### config.mk
export PLATFORM = sky130hd
export DESIGN_NAME = load_store_unit
export DESIGN_NICKNAME = d
export VERILOG_FILES = /design/src/rtl/load_store_unit.sv
export SDC_FILE = /design/constraint.sdc
export NUM_CORES = 1
export LEC_CHECK = 0
export ABC_AREA = 1
export CORE_UTILIZATION = 25
export DETAILED_ROUTE_END_ITERATION = 7
export GPL_ROUTABILITY_DRIVEN = 0
export GPL_TIMING_DRIVEN = 1
export SYNTH_ARGS = -nofsm -noshare
export SYNTH_HDL_FRONTEND = slang
export SYNTH_SLANG_ARGS = --single-unit
export TNS_END_PERCENT = 10
### constraint.sdc
create_clock -name I_clk -period 3.9 [get_ports I_clk]
set_clock_uncertainty 0.1 [all_clocks]
set_input_delay 0.78 -clock I_clk [delete_from_list [all_inputs] [get_ports I_clk]]
set_output_delay 0.78 -clock I_clk [all_outputs]
set_load 0.05 [all_outputs]
### src/rtl/load_store_unit.sv
// Load/store unit: steers store lanes/strobes and extends load data on a word-addressed bus.
// Latency: 3 cycles minimum (IDLE accept, BUS with ready, DONE pulse); one access in flight.
// Backpressure: stalls the core while the bus withholds ready, aborting with a fault after TIMEOUT cycles.
module load_store_unit #(
    parameter int ADDR_W  = 32,
    parameter int TIMEOUT = 16
) (
    input  logic              I_clk,
    input  logic              I_rst,
    input  logic              I_req,
    input  logic              I_memrw,
    input  logic [2:0]        I_loadsel,
    input  logic [1:0]        I_storesel,
    input  logic [ADDR_W-1:0] I_addr,
    input  logic [31:0]       I_wdata,
    output logic              O_stall,
    output logic [31:0]       O_rdata,
    output logic              O_done,
    output logic              O_misaligned,
    output logic              O_fault,
    output logic              O_bus_valid,
    output logic              O_bus_we,
    output logic [ADDR_W-1:0] O_bus_addr,
    output logic [3:0]        O_bus_wstrb,
    output logic [31:0]       O_bus_wdata,
    input  logic              I_bus_ready,
    input  logic [31:0]       I_bus_rdata
);
    typedef enum logic [1:0] {IDLE, BUS, DONE} state_t;

    localparam int CNT_W = (TIMEOUT > 1) ? $clog2(TIMEOUT) : 1;
    localparam logic [CNT_W-1:0] CNT_LAST = (TIMEOUT > 0) ? CNT_W'(TIMEOUT - 1) : '0;

    state_t           state;
    logic [CNT_W-1:0] cnt;
    logic [2:0]       ld_sel_q;
    logic [1:0]       off_q;
    logic             mis;
    logic             accept;
    logic [31:0]      st_wdata;
    logic [3:0]       st_strb;
    logic [7:0]       byte_v;
    logic [15:0]      half_v;
    logic [31:0]      ld_ext;

    // Reserved select codes fall into the default arms and are rejected as misaligned.
    always_comb begin
        mis = 1'b0;
        if (I_memrw) begin
            case (I_storesel)
                2'b00:   mis = 1'b0;
                2'b01:   mis = I_addr[0];
                2'b10:   mis = |I_addr[1:0];
                default: mis = 1'b1;
            endcase
        end else begin
            case (I_loadsel)
                3'b000, 3'b100: mis = 1'b0;
                3'b001, 3'b101: mis = I_addr[0];
                3'b010:         mis = |I_addr[1:0];
                default:        mis = 1'b1;
            endcase
        end
    end

    always_comb begin
        st_wdata = I_wdata;
        st_strb  = 4'b1111;
        case (I_storesel)
            2'b00: begin
                st_wdata = {4{I_wdata[7:0]}};
                st_strb  = 4'b0001 << I_addr[1:0];
            end
            2'b01: begin
                st_wdata = {2{I_wdata[15:0]}};
                st_strb  = 4'b0011 << I_addr[1:0];
            end
            default: begin
                st_wdata = I_wdata;
                st_strb  = 4'b1111;
            end
        endcase
    end

    always_comb begin
        byte_v = I_bus_rdata[{off_q, 3'b000} +: 8];
        half_v = off_q[1] ? I_bus_rdata[31:16] : I_bus_rdata[15:0];
        case (ld_sel_q)
            3'b000:  ld_ext = {{24{byte_v[7]}}, byte_v};
            3'b001:  ld_ext = {{16{half_v[15]}}, half_v};
            3'b100:  ld_ext = {24'd0, byte_v};
            3'b101:  ld_ext = {16'd0, half_v};
            default: ld_ext = I_bus_rdata;
        endcase
    end

    assign accept       = (state == IDLE) && I_req && !mis;
    assign O_stall      = (state == BUS) || accept;
    assign O_misaligned = (state == IDLE) && I_req && mis;

    always_ff @(posedge I_clk or posedge I_rst) begin
        if (I_rst) begin
            state       <= IDLE;
            cnt         <= '0;
            ld_sel_q    <= 3'b000;
            off_q       <= 2'b00;
            O_rdata     <= 32'd0;
            O_done      <= 1'b0;
            O_fault     <= 1'b0;
            O_bus_valid <= 1'b0;
            O_bus_we    <= 1'b0;
            O_bus_addr  <= '0;
            O_bus_wstrb <= 4'b0000;
            O_bus_wdata <= 32'd0;
        end else begin
            case (state)
                IDLE: begin
                    O_done  <= 1'b0;
                    O_fault <= 1'b0;
                    if (accept) begin
                        state       <= BUS;
                        cnt         <= '0;
                        ld_sel_q    <= I_loadsel;
                        off_q       <= I_addr[1:0];
                        O_bus_valid <= 1'b1;
                        O_bus_we    <= I_memrw;
                        O_bus_addr  <= {I_addr[ADDR_W-1:2], 2'b00};
                        O_bus_wstrb <= I_memrw ? st_strb : 4'b0000;
                        O_bus_wdata <= st_wdata;
                    end
                end
                BUS: begin
                    // Ready takes priority over a timeout landing in the same cycle.
                    if (I_bus_ready) begin
                        O_bus_valid <= 1'b0;
                        O_done      <= 1'b1;
                        state       <= DONE;
                        if (!O_bus_we) O_rdata <= ld_ext;
                    end else if (TIMEOUT != 0 && cnt == CNT_LAST) begin
                        O_bus_valid <= 1'b0;
                        O_rdata     <= 32'd0;
                        O_fault     <= 1'b1;
                        O_done      <= 1'b1;
                        state       <= DONE;
                    end else begin
                        cnt <= cnt + 1'b1;
                    end
                end
                DONE: begin
                    O_done  <= 1'b0;
                    O_fault <= 1'b0;
                    state   <= IDLE;
                end
                default: state <= IDLE;
            endcase
        end
    end
endmodule

**Word-level counts from Yosys, hierarchy flattened**

Index checks and enable logic that the tools add are counted.

- Register bits: 113
- Bits of input ports: 106
- Output and inout bits: 106
- Logic and storage cells: 85

- $add $sub $neg: 1
- Eq/ne operators: 18
- Shift operators: 3
- Mux-type cells: 28
- Reductions and logical operators: 23

Operators by type and width:

| cell | count |
|---|---|
| $pmux 32 s4 | 1 |
| $mux 32 | 3 |
| $pmux 32 s2 | 1 |
| $shiftx 32x6->8 | 1 |
| $mux 16 | 1 |
| $mux 4 | 4 |
| $pmux 4 s2 | 2 |
| $eq 3x3->1 const B | 4 |
| $reduce_and 3->1 | 3 |
| $ne 2x2->1 const B | 4 |
| $reduce_or 2->1 | 4 |
| $mux 1 | 7 |
| $eq 3x1->1 const B | 2 |
| $logic_not 3->1 | 2 |
| $mux 2 | 3 |
| $pmux 1 s2 | 3 |
| $pmux 1 s3 | 2 |
| $reduce_and 2->1 | 3 |
| $reduce_bool 2->1 | 3 |
| $add 4x1->4 const B | 1 |
| $eq 2x1->1 const B | 2 |
| $eq 2x2->1 const B | 2 |
| $eq 4x4->1 const B | 1 |
| $logic_not 2->1 | 2 |
| 10 further kinds | 12 |

**Longest topological paths before layout**

Gate-level depths: netlist (run 1).

- Word-level depth: 8
- Depth in mapped cells: 10

**Worst setup path before layout (run 1)**

No wires, ideal clock.

- Path type: input -> output
- Start point: input port I_storesel[1]
- End point: output port O_misaligned
- Arrival time: 2.240 ns
- Data required time: 3.020 ns
- Slack: 0.780 ns
- Cell stages on the path: 5
- Buffers on the path: 1
- Cells stage by stage: buf_6 > nor2_2 > nor2_1 > nand2_2 > a21boi_0

- Cells in the longest elaborated chain, start to end: 4
- Elaborated cells between the ends (all ways): 6
- Those cells by class: eq/ne (2); mux (2); reduce/logical (2)

Ends and longest elaborated chain:

| item | RTL line | text |
|---|---|---|
| start, declared | 13 | `input logic [1:0] I_storesel,` |
| $eq 2x2->1 (tied with other cells) | 50 | `case (I_storesel)` |
| $pmux 1 s3 * | 50 |  |
| $mux 1 * | 49 | `if (I_memrw) begin` |
| $logic_and 1x1->1 * | 99 | `assign O_misaligned = (state == IDLE) && I_req && mis;` |
| end, declared | 19 | `output logic O_misaligned,` |

Every way passes the cells marked *; elsewhere a longest branch is shown, timed or not.

**Worst setup path in the final report (run 1)**

- Start point: input port I_addr[0]
- End point: output port O_misaligned

- Cells in the longest elaborated chain, start to end: 4
- Elaborated cells between the ends (all ways): 5
- Those cells by class: mux (3); reduce/logical (2)

Ends and longest elaborated chain:

| item | RTL line | text |
|---|---|---|
| start, declared | 14 | `input logic [ADDR_W-1:0] I_addr,` |
| $reduce_or 2->1 | 53, 60 |  |
| $pmux 1 s3 (on tied branches) | 57, 50 |  |
| $mux 1 * | 49 |  |
| $logic_and 1x1->1 * | 99 |  |

Marks and branches as above.

==> results of run 1 <==
[Yosys cell counts]
cell type,number,area share
conb_1,1,0.00068
nor2_1,41,0.028
inv_2,3,0.0021
xnor2_1,1,0.0016
nand2_2,3,0.0034
a21oi_1,54,0.049
nand3_4,2,0.0064
nor2_4,1,0.0021
and2_1,1,0.0011
nor3b_2,1,0.0023
clkbuf_1,11,0.0075
ha_1,1,0.0023
o211ai_1,6,0.0082
buf_4,3,0.0041
o21ai_0,22,0.020
a21boi_0,1,0.0014
nand3_1,19,0.017
buf_6,14,0.029
nand4_1,1,0.0011
buf_8,1,0.0027
inv_1,75,0.051
clkbuf_2,1,0.00091
o21ai_2,14,0.022
dfrtp_1,113,0.52
nor2_2,2,0.0023
nand2_1,222,0.15
o21ai_1,59,0.054
nor3_1,3,0.0027
buf_2,8,0.0073
or2_2,1,0.0011
[layer usage]
layer / vias up / global-route usage / share of wire / routed length, um
li1: 2558 / - / - / -
met1: 2297 / 0.201 / 0.46 / 7630
met2: 201 / 0.222 / 0.43 / 7140
met3: 20 / 0.0558 / 0.098 / 1650
met4: 0 / 0.0561 / 0.018 / 302
met5: - / 0 / 0 / 0
[worst max path at each step]
stage | start | end | slack [ns] | cells after the start
2_1_floorplan | I_rst | O_bus_addr[10] | 0.03 | 1
3_3_place_gp | I_addr[0] | O_misaligned | 0.80 | 6
3_5_place_dp | I_addr[0] | O_misaligned | 0.79 | 6
4_1_cts | I_addr[0] | O_misaligned | 0.79 | 6
5_1_grt | I_addr[0] | O_misaligned | 0.73 | 6
6_report | I_addr[0] | O_misaligned | 0.82 | 6
[cell type report]
| cell class | instances | area, um2 |
|---|---|---|
| timing repair buffer | 214 | 2170 |
| sequential | 113 | 2830 |
| tap | 275 | 344 |
| clock buffer | 18 | 429 |
| fill | 2161 | 12900 |
| multi-input combinational | 457 | 2090 |
| inverter | 78 | 295 |
| clock inverter | 14 | 204 |
[worst min-delay path: stages, from the launching register on]
cell and delay [ns]:
dfrtp_1 0.34, nand2_1 0.05, nand2_1 0.05
[flip-flops by register name, summed over array words and instances, names as in the netlist]
register     flops
O_bus_wdata     32
O_bus_valid      1
off_q            2
O_bus_addr      30
O_bus_wstrb      4
O_done           1
ld_sel_q         3
state            2
O_fault          1
O_rdata         32
O_bus_we         1
cnt              4
[report_power, final]
| part | internal (mW) | switching, mW |
|---|---|---|
| registers | 1.72 | 0.424 |
| clock network | 1.08 | 0.595 |
| logic | 1.37 | 2.85 |
| total | 4.17 | 3.87 |
[cells by family after synthesis]
family	count (synthesis)	share of synthesized area
XOR/XNOR	1	0.00160
AO/OA/AOI/OAI	156	0.155
flip-flops	113	0.516
AND/OR/NAND/NOR	297	0.220
buffers and inverters	116	0.105
adder cells (fa/ha/maj)	1	0.00228
other	1	0.000684
==> results.md, run 1 <==
* Cell Area, Placed at 7730 um2
* Crit path kind: in2out
* Max-slew headroom at 0.259
* Cell area after synthesis at 5480 um2
* Hold Path Stages at 2
* Endpoints failing hold at 0
* Largest net degree at the start of global routing at 151
* Hold buffer count at cts at 0
* #FFs+latches synth at 113
* Most common cell after layout, fill and taps aside: nand2_1
* Endpoints failing setup at 0
* Ant. Diodes at 0
* Setup WS pre-CTS at 0.791 ns
* # IOs at 212
* First-pass GRT wire length at 26100 um
* Final antenna-violating net count at 0
* Worst r2r dst: O_rdata[5]
* Post-Route WL at 16700 um
* H-tree depth at 4
* Post-synthesis sequential area ratio at 0.516
* Post-synth cell types at 30
* Worst reg2reg path depth at 6
* CTS Sinks at 113
* Initial antenna violation count at 0
* DR pass1 iterations at 5
* Post CTS Setup Buffer Count at 0
* Slowest CP cell: clkdlybuf4s50_1
* Worst hold-check path type: reg2reg
* Vias in the first global route at 4947
* Max Transition Viols Final at 0
* Post-layout util at 0.393
* Port Buf Inserts at 209
* Crit-path cells: clkdlybuf4s50_1 -> nand2_1 -> nand2_1 -> nand3_1 -> a21boi_0 -> buf_12
* Synth Instances at 685
* Leakage at 3.98 nW
* Post-route clock period utilization at 0.789
* Max VDD drop at 0.400 mV
* Syn avg cell area at 8.01 um2
* Hold WS at 0.375 ns
* Unrepaired setup endpoints after global routing: false
* Tmin final at 3.08 ns
* Critical path endpoint category: output pin
* Worst Path Arrival at 2.20 ns
* Setup tns final at 0 ns
* CP max FO at 5
* Worst Hold Path EP: O_rdata[13]
* Synth warn at 0
* Status: completed
* Post-layout nets at 988
* Vias at 5076
* CP Data Required Time at 3.02 ns
* CTS Buffer Depth at 2
* Inserted Clock Buffers at 17
* Final cell count without fillers at 1169
* CP delay by family, top: buffers and inverters
* Pwr Total at 8.04 mW
* 1st-iter DRT viols at 258
* Die Y at 150 um
* FF-to-FF setup slack at 1.58 ns
* Hold path startpoint: O_rdata[13]
* Placed insts at 1137
* Commonest non-fill, non-tap cells in the layout: 222 x nand2_1, 207 x clkdlybuf4s50_1, 113 x dfrtp_1, 74 x inv_1, 59 x o21ai_1
* Area Growth Syn to Fin at 52.5%
* DPL Wire Length at 11800 um
* Most frequent CP cell: nand2_1
* Buf/Inv on CP at 2
* Initial core utilization at 0.258
* Die ar. at 22500 um2
* Clk slew on worst S/H paths at 0.05 ns
* Max Freq at 325 MHz
* Max Cap Viol at 0
* Clk root buf: clkbuf_16
* Worst r2r src: ld_sel_q[1]
* Share of cells above drive strength 1 at 0.0738
* DRC at 0
* Rows at 53
* Core ar. at 21300 um2
* Post-CTS Resized at 0
* Final instance area at 8360 um2
* Startpoint types: input port
* Clock Latency Late Sink at 0.41 ns
* Setup ws final at 0.823 ns
* PD cells at 962 nW/um2
* Routed len/inst at 14.3 um
* Routed vias/inst at 4.34
* GR Overflow Total at 0
* Max incr delay on CP at 0.56 ns
* Gr usage total at 0.151
* Die W at 150 um
* Worst Tran Pin Value at 1.11 ns
* CTS tree: yes
Note: power is estimated with default switching activity, not from simulation.
==> run 2, diff against run 1 <==
- clock period: 3.9 -> 3.1 ns (I/O delays scaled with it)
==> results.md, run 2 (same netlist as run 1, synthesis figures left out) <==
* Initial antenna violation count at 1 (+1)
* Initial core utilization at 0.258 (unchanged)
* Sequential share of power at 0.262 (-0.005)
* Largest net degree at the start of global routing at 151 (unchanged)
* Hold buffer count at cts at 0 (unchanged)
* Post-Route WL at 16900 um (+1.3%)
* Unrepaired setup endpoints after global routing: false
* Setup tns final at 0 ns (unchanged)
* Worst Path Arrival at 2.07 ns (-0.13 ns)
* Crit path kind: in2out
* CP max FO at 5 (unchanged)
* Startpoint types: input port
* Max incr delay on CP at 0.55 ns (about the same)
* CTS Sinks at 113 (unchanged)
* Number of fillers in the final layout at 2207 (+2.1%)
* Endpoints failing setup at 0 (unchanged)
* Final cell count without fillers at 1176 (+0.60%)
* Post-layout nets at 994 (+0.61%)
* Post-route clock period utilization at 0.899
* Status: completed
* Internal at 5.25 mW (+26%)
* First-pass GRT wire length at 26500 um (+1.4%)
* DR pass1 iterations at 5 (unchanged)
* Slowest CP cell: clkdlybuf4s50_1
* CP Data Required Time at 2.38 ns (-0.64 ns)
* Inserted Clock Buffers at 17 (unchanged)
* Leakage at 4.01 nW (+0.80%)
* Max VDD drop at 0.617 mV (+54%)
* DPL Wire Length at 12100 um (+2.2%)
* Routed vias/inst at 4.32 (-0.42%)
* Worst hold-check path type: reg2reg
* Commonest non-fill, non-tap cells in the layout: 222 x nand2_1, 207 x clkdlybuf4s50_1, 113 x dfrtp_1, 74 x inv_1, 59 x o21ai_1
* Biggest regs: O_bus_wdata (32), O_rdata (32), O_bus_addr (30)
* Rows at 53 (unchanged)
* Max-slew headroom at 0.575 (+0.317)
* Hold path startpoint: O_rdata[8]
* Worst Tran Pin Value at 0.637 ns (-0.475 ns)
* Final antenna-violating net count at 0 (unchanged)
* Combinational share of power at 0.533 (+0.008)
* Clk pwr share at 0.205 (-0.003)
* Clk root buf: clkbuf_16
* Max Transition Viols Final at 0 (unchanged)
* Switching power at 4.86 mW (+25%)
* CP delay by family, top: buffers and inverters
* # IOs at 212 (unchanged)
* Most common cell after layout, fill and taps aside: nand2_1
* H-tree depth at 4 (unchanged)
* Port Buf Inserts at 209 (unchanged)
* Post-CTS Resized at 0 (unchanged)
* PD cells at 1200 nW/um2 (+25%)
* Clk slew on worst S/H paths at 0.05 ns (about the same)
* Gr usage total at 0.154 (+0.00314)
* Placed insts at 1143 (+0.53%)
* Share of cells above drive strength 1 at 0.0800 (+0.00617)
* Clock Latency Late Sink at 0.41 ns (about the same)
* Max Cap Viol at 0 (unchanged)
* Switching fraction of total power at 0.481 (-0.000649)
* 1st-iter DRT viols at 216 (-16%)
* GR Overflow Total at 0 (unchanged)
* Vias at 5085 (+0.18%)
* Area Growth Syn to Fin at 53.6%
* Critical Path Source: I_addr[0]
* Tmin final at 2.79 ns
* DRC at 0 (unchanged)
* Die ar. at 22500 um2 (unchanged)
* Max Freq at 359 MHz
* CTS tree: yes
* Post CTS Setup Buffer Count at 0 (unchanged)
* Worst r2r src: ld_sel_q[0]
* Critical path endpoint category: output pin
* Vias in the first global route at 5077 (+2.6%)
* Routed len/inst at 14.4 um (+0.67%)
* Die Y at 150 um (unchanged)
* Buf/Inv on CP at 2 (unchanged)
* Die W at 150 um (unchanged)
* CTS Buffer Depth at 2 (unchanged)
* Core ar. at 21300 um2 (unchanged)
* Crit-path cells: clkdlybuf4s50_1 -> nor2_1 -> nand2_1 -> nand3_1 -> a21boi_0 -> buf_12
* Endpoints failing hold at 0 (unchanged)
[run 2: worst paths after layout]
check / end / slack (ns) / cells after the start
worst max-delay path: O_misaligned / 0.31 / 6
worst min-delay path: O_rdata[8] / 0.38 / 2
worst max register to register: O_rdata[4] / 1.19 / 5
worst min register to register: O_rdata[8] / 0.38 / 2
max in group asynchronous: O_bus_addr[17] / 1.64 / 4
min in group asynchronous: O_rdata[27] / 0.54 / 2
[run 2: layer usage]
metal  GRT usage  vias to the layer above  wire length, um
li1            -                     2561                -
met1       0.203                     2293             7520
met2       0.230                      218             7390
met3      0.0655                       13             1830
met4      0.0434                        0              195
met5           0                        -                0
[run 2: power groups by stage]
stage	clock network (mW)	logic, mW	registers (mW)
finish	2.07	5.39	2.65
global route	2.19	5.74	2.75
floorplan	0	1.43	4.80
global placement	0	5.39	2.66
detailed placement	0	5.42	2.66
CTS	2.12	5.43	2.66
[run 2: cell type report]
class / instances / area, um2 / share of cell area
inverters: 78 / 297 / 0.0352
multi-input cells: 457 / 2090 / 0.248
flip-flops and latches: 113 / 2830 / 0.336
diodes: 1 / 2.50 / 0.000297
repair buffers: 220 / 2240 / 0.266
clock buffers: 21 / 470 / 0.0558
well taps: 275 / 344 / 0.0408
clock inverters: 11 / 153 / 0.0181
[run 2: metrics by stage]
step                      hold WS, ns  power [mW]  worst slack, ns   util  instance area [um2]
after CTS                       0.382        10.2            0.284  0.396                 8420
after global placement          0.357        8.05            0.291  0.366                 7800
after floorplan                 0.379        6.23            0.300      -                 5490
final                           0.378        10.1            0.312  0.396                 8420
after global routing            0.401        10.7            0.208  0.396                 8420
after detailed placement        0.366        8.08            0.285  0.366                 7800
[run 2: worst register-to-register path, stage by stage, from the launching register on]
cell	delay [ns]
dfrtp_1	0.60
inv_1	0.15
a21oi_1	0.54
nand3_1	0.17
o211ai_1	0.16
nand2_1	0.07
